### config.mk
export PLATFORM = sky130hd
export DESIGN_NAME = receiver_mpi
export DESIGN_NICKNAME = d
export VERILOG_FILES = /design/src/rtl/metro_mpi_pkg.sv /design/src/rtl/metro_mpi_fifo.sv /design/src/rtl/receiver_mpi.sv
export SDC_FILE = /design/constraint.sdc
export NUM_CORES = 1
export LEC_CHECK = 0
export CORE_UTILIZATION = 51
export CTS_BUF_LIST = sky130_fd_sc_hd__clkbuf_4 sky130_fd_sc_hd__clkbuf_8 sky130_fd_sc_hd__clkbuf_16
export CTS_CLUSTER_DIAMETER = 40
export DETAILED_ROUTE_END_ITERATION = 6
export GPL_TIMING_DRIVEN = 0
export PLACE_DENSITY = 0.77
export SLEW_MARGIN = 20
export SYNTH_ARGS = -nofsm -noshare
export SYNTH_HDL_FRONTEND = slang
export SYNTH_SLANG_ARGS = --single-unit
### constraint.sdc
create_clock -name clk_i -period 9.8 [get_ports clk_i]
set_input_delay 1.96 -clock clk_i [delete_from_list [all_inputs] [get_ports clk_i]]
set_output_delay 1.96 -clock clk_i [all_outputs]
set_load 0.02 [all_outputs]
### src/rtl/metro_mpi_pkg.sv
// Shared types and constants for the MPI sender/receiver pair.
package metro_mpi_pkg;

  // Receive FIFO depth; must cover the sender's initial credit count of 7.
  localparam int RX_DEPTH = 8;

  // Width of credit / occupancy counters, wide enough to hold RX_DEPTH itself.
  localparam int CREDIT_WIDTH = $clog2(RX_DEPTH) + 1;

  // First word of the incrementing test pattern; the sender resets to the same value.
  localparam logic [63:0] PATTERN_SEED = 64'hcafe_cafe_cafe_cafe;

  typedef logic [63:0] flit_t;

endpackage

### src/rtl/metro_mpi_fifo.sv
// Synchronous first-word-fall-through FIFO. Head entry is visible on head_o
// whenever the FIFO is non-empty; head_o reads as zero when empty.
module metro_mpi_fifo
  import metro_mpi_pkg::*;
#(
  parameter int DEPTH  = RX_DEPTH,
  parameter int DATA_W = 64
) (
  input  logic              clk_i,
  input  logic              rst_i,
  input  logic              push_i,
  input  logic [DATA_W-1:0] data_i,
  input  logic              pop_i,
  output logic              full_o,
  output logic              empty_o,
  output logic [DATA_W-1:0] head_o
);

  localparam int AW = $clog2(DEPTH);
  localparam int PW = AW + 1;

  logic [DATA_W-1:0] mem_q [DEPTH];
  logic [PW-1:0]     wr_ptr_q;
  logic [PW-1:0]     rd_ptr_q;
  logic              do_push;
  logic              do_pop;

  // Extra wrap bit distinguishes full from empty when the index bits match.
  assign empty_o = (wr_ptr_q == rd_ptr_q);
  assign full_o  = (wr_ptr_q[AW] != rd_ptr_q[AW]) &&
                   (wr_ptr_q[AW-1:0] == rd_ptr_q[AW-1:0]);

  // A push into a full FIFO is only legal when the head leaves in the same cycle.
  assign do_push = push_i & (~full_o | pop_i);
  assign do_pop  = pop_i & ~empty_o;

  assign head_o = empty_o ? '0 : mem_q[rd_ptr_q[AW-1:0]];

  // Storage write; contents need no reset because pointers define validity.
  always_ff @(posedge clk_i) begin
    if (do_push) begin
      mem_q[wr_ptr_q[AW-1:0]] <= data_i;
    end
  end

  // Pointer update; reset discards everything buffered.
  always_ff @(posedge clk_i) begin
    if (rst_i) begin
      wr_ptr_q <= '0;
      rd_ptr_q <= '0;
    end else begin
      if (do_push) wr_ptr_q <= wr_ptr_q + PW'(1);
      if (do_pop)  rd_ptr_q <= rd_ptr_q + PW'(1);
    end
  end

endmodule

### src/rtl/receiver_mpi.sv
// Credit-based receive stage: buffers flits from the MPI sender, returns one
// yummy per flit drained, checks the incrementing pattern and counts flits.
module receiver_mpi
  import metro_mpi_pkg::*;
#(
  parameter int DEPTH  = RX_DEPTH,
  parameter int DATA_W = 64,
  parameter int CNT_W  = 32
) (
  input  logic              clk_i,
  input  logic              rst_i,
  input  logic [31:0]       rank_i,
  input  logic              valid_i,
  input  logic [DATA_W-1:0] data_i,
  output logic              yummy_o,
  output logic              valid_o,
  output logic [DATA_W-1:0] data_o,
  input  logic              ready_i,
  output logic [CNT_W-1:0]  rx_count_o,
  output logic              seq_err_o,
  output logic              overflow_o
);

  logic              active;
  logic              fifo_full;
  logic              fifo_empty;
  logic              push;
  logic              pop;
  logic              drop;
  logic              yummy_q;
  logic [CNT_W-1:0]  rx_count_q;
  logic              seq_err_q;
  logic              overflow_q;
  logic [DATA_W-1:0] expected_q;

  // Rank 0 is the sender itself, so the receiver stays idle there.
  assign active  = (rank_i != 32'd0);
  assign valid_o = active & ~fifo_empty;
  assign pop     = valid_o & ready_i;
  assign push    = valid_i & active & (~fifo_full | pop);
  assign drop    = valid_i & active & fifo_full & ~pop;

  metro_mpi_fifo #(
    .DEPTH  (DEPTH),
    .DATA_W (DATA_W)
  ) u_fifo (
    .clk_i   (clk_i),
    .rst_i   (rst_i),
    .push_i  (push),
    .data_i  (data_i),
    .pop_i   (pop),
    .full_o  (fifo_full),
    .empty_o (fifo_empty),
    .head_o  (data_o)
  );

  // Credit return: one registered pulse for each flit leaving the FIFO.
  always_ff @(posedge clk_i) begin
    if (rst_i) begin
      yummy_q <= 1'b0;
    end else begin
      yummy_q <= pop;
    end
  end

  // Pattern checker, flit counter and sticky overflow flag.
  always_ff @(posedge clk_i) begin
    if (rst_i) begin
      expected_q <= DATA_W'(PATTERN_SEED);
      seq_err_q  <= 1'b0;
      rx_count_q <= '0;
      overflow_q <= 1'b0;
    end else begin
      if (push) begin
        if (data_i != expected_q) seq_err_q <= 1'b1;
        // Resync to whatever arrived so a single glitch is not reported forever.
        expected_q <= data_i + DATA_W'(1);
        rx_count_q <= rx_count_q + CNT_W'(1);
      end
      if (drop) overflow_q <= 1'b1;
    end
  end

  assign yummy_o    = yummy_q;
  assign rx_count_o = rx_count_q;
  assign seq_err_o  = seq_err_q;
  assign overflow_o = overflow_q;

endmodule
==> impl_results.md <==
- WS Path Type: in2out
- Post-Syn Area: around 26,000 um^2
- Final period util: 0.6013
- Share of cells above drive strength 1: 0.1961
- Post-Synthesis Cells: 1,591
- Clk_skew: approximately 0.027 ns
- Total of max-cap violations: 0
- Class of the worst hold path: reg2reg
- Max-slew violation count: 0
- Hold_buf cts: 0
- Std cell rows: 81
- Maximum VDD drop: ~0.12 mV
- Async set or reset register ratio after synthesis: 0
- Die W: 226.6 um
- PortBufs: ~200
- Fin crit period: approximately 5.9 ns
- Worst Path Max Fanout: 5
- First-pass GRT wire length: 95,360 um
- Max clock buf depth: 3
- Fmax: around 0.17 GHz
- Setup crit end kind: output pin
- RSZ-0062 raised after global routing: no
- Global Route Usage Sum: 0.2513
- Slowest stage delay, CP: between 0.5 and 0.6 ns
- Wire length after detailed routing: between 60,000 and 70,000 um
- Fill count: between 3,000 and 4,000
- Non-Filler Instances: 2,668
- Placed Instances: approximately 2,500
- Vias: between 15,000 and 20,000
- Type of element launching the critical path: input port
- DP HPWL: approximately 42,000 um
- Final hold violations: 0
- Post-CTS Resized: 0
- CTS tree: built
- CTS sink cnt: between 600 and 700
- Synth cell types: 45
- Clock-pin slew on the worst setup and hold paths: around 0.060 ns
- Syn_area_per_cell: between 15 and 20 um^2
- Predominant post-synthesis flop cell: edfxtp_1
- Flops & latches, synth: between 600 and 700
- Post-CTS Setup Bufs: 0
- Hold WS: roughly 0.48 ns
- Largest net degree at the start of global routing: 15
- Drt wl/cell: roughly 24 um
- Die height: between 200 and 250 um
- Gr ovfl total: 0
- Syn_nets: 1,695
- Delay-heaviest family, CP: buffers and inverters
- CP max stage cell: clkdlybuf4s50_1
- Hold path startpoint: expected_q[1]$_SDFFE_PP1P_
- Drt first pass iters: 5
- Pwr per Cell Area: roughly 220 nW/um^2
- Leak Pwr: 0.01021 uW
- Drt initial violations: about 1,400
- Core area: between 40,000 and 50,000 um^2
- CTS Buf Count: 76
- WP buf/inv: 2
- Register area share after synthesis: 0.6832
- Least-Margin Pin Slew: approximately 1.1 ns
- Crit path required time: 7.84 ns
- Post-synth EDFFs: 512
- Final setup fails: 0
- Worst r2r src: u_fifo.wr_ptr_q[0]$_SDFFE_PP0P_
- Setup TNS: 0 ns
- Htree depth: 3
- Fin area: roughly 32,000 um^2
- # diodes: 0
- Number of warnings printed during yosys synthesis: 0
- Vias in the first global route: 16,280
- P&R area growth vs syn: 23.42%
- Initial antenna violation count: 1
- Commonest non-fill, non-tap cell in the layout: edfxtp_1
- Starting Density: 0.5213
- Area post-placement: slightly below 30,000 um^2
- Number of remaining DRC errors: 0
- Total power: 6941 uW
- Beginning of the critical path: rank_i[1]
- Fin nets: 2,046
- Vias per cell: roughly 5.9
- Status: completed
- DRT antenna net count: 0
- Worst-Skew Late Latency: 0.62 ns
- GP Congestion: 0.9047
- WP data arrival: 3.93 ns
- Area of the die: 51,350 um^2
- Slew margin rel.: 0.2455
- Top Ports: 200
- Most frequent cells in the layout: edfxtp_1 (512), clkdlybuf4s50_1 (198), mux4_2 (128)
- Root buffer cell: clkbuf_16
- Worst path cell trace: clkdlybuf4s50_1, nor4_1, nand4_1, nor2_1, nor2_1, clkdlybuf4s50_1
## cells in the mapped netlist, types with 3 or more instances
library cell,number,area share
a211oi_1,6,0.0018
a21oi_1,58,0.011
a31o_2,3,0.0010
and2_1,9,0.0022
and3_1,16,0.0039
and4_1,15,0.0051
buf_1,7,0.0010
buf_2,23,0.0045
buf_4,4,0.0012
clkbuf_1,50,0.0073
dfxtp_1,110,0.086
edfxtp_1,512,0.60
ha_1,4,0.0019
inv_1,9,0.0013
mux2i_1,65,0.025
mux4_2,128,0.11
nand2_1,58,0.0085
nand3_1,34,0.0066
nand4_1,38,0.0092
nand4_4,3,0.0025
nor2_1,125,0.018
nor3_1,44,0.0086
nor3b_1,3,0.00088
nor4_1,37,0.0090
nor4_4,3,0.0025
o211ai_1,12,0.0035
o21ai_0,31,0.0060
o21ai_1,3,0.00058
or3_1,15,0.0036
xnor2_1,63,0.021
xor2_1,84,0.029
## final cells by class
type / instances / area [um^2] / share of cell area
Buffer: 86 / 382.9 / 0.01206
Sequential cell: 622 / 17580 / 0.5535
Multi-Input combinational cell: 874 / 7787 / 0.2452
Timing Repair Buffer: 273 / 2557 / 0.08054
Inverter: 9 / 33.78 / 0.001064
Clock inverter: 48 / 514.2 / 0.01619
Tap cell: 664 / 830.8 / 0.02616
Clock buffer: 92 / 2071 / 0.06521
## tightest hold or removal path, cell delays in order, from the launching register on
cell	delay, ns
dfxtp_1	0.31
nand2_1	0.05
nand3_1	0.06
## metal layers
layer,track usage,wire (um)
met2,0.4154,30970
met1,0.3297,25100
met4,0.08871,1612
met5,0,14
met3,0.05378,5011
## state kept, by name, indices dropped and copies added (netlist names), named ones only
name / count
expected_q: 64
seq_err_o: 1
u_fifo.wr_ptr_q: 4
overflow_o: 1
u_fifo.rd_ptr_q: 4
rx_count_o: 32
yummy_o: 1
u_fifo.mem_q: 512
## worst paths after layout
check | depth (start not counted) | endpoint | slack [ns]
setup / recovery | 6 | valid_o | 3.91
hold / removal | 2 | expected_q[1]$_SDFFE_PP1P_ | 0.48
setup reg to reg | 12 | u_fifo.mem_q[6][39]$_DFFE_PP_ | 5.66
hold reg to reg | 2 | expected_q[1]$_SDFFE_PP1P_ | 0.48
## power breakdown
| part | internal [uW] | leakage [uW] | switching (uW) | total [uW] |
|---|---|---|---|---|
| Sequential | 2940 | 0.00555 | 29.3 | 2970 |
| Clock | 1700 | 0.00128 | 1130 | 2830 |
| Combinational | 523 | 0.00338 | 624 | 1150 |
| Total | 5160 | 0.0102 | 1780 | 6940 |
## metrics by stage
| stage | setup WS (ns) | utilization |
|---|---|---|
| global route | 3.841 | 0.6434 |
| finish | 3.908 | 0.6434 |
| floorplan | 0.3133 | - |
| global placement | -5.777 | 0.5784 |
| detailed placement | 3.631 | 0.5910 |
| CTS | 3.908 | 0.6434 |
## cell families (layout without fill, tap and decap cells)
group / Yosys count / count (layout) / synth area share
xor+xnor: 147 / 147 / 0.05004
fa+ha+maj: 4 / 4 / 0.001945
flops: 622 / 622 / 0.6832
compound gates: 119 / 119 / 0.02626
buf+inv: 95 / 508 / 0.01615
simple gates: 410 / 410 / 0.08467
mux: 194 / 194 / 0.1378
No activity file was read; power rests on OpenSTA's default activity.
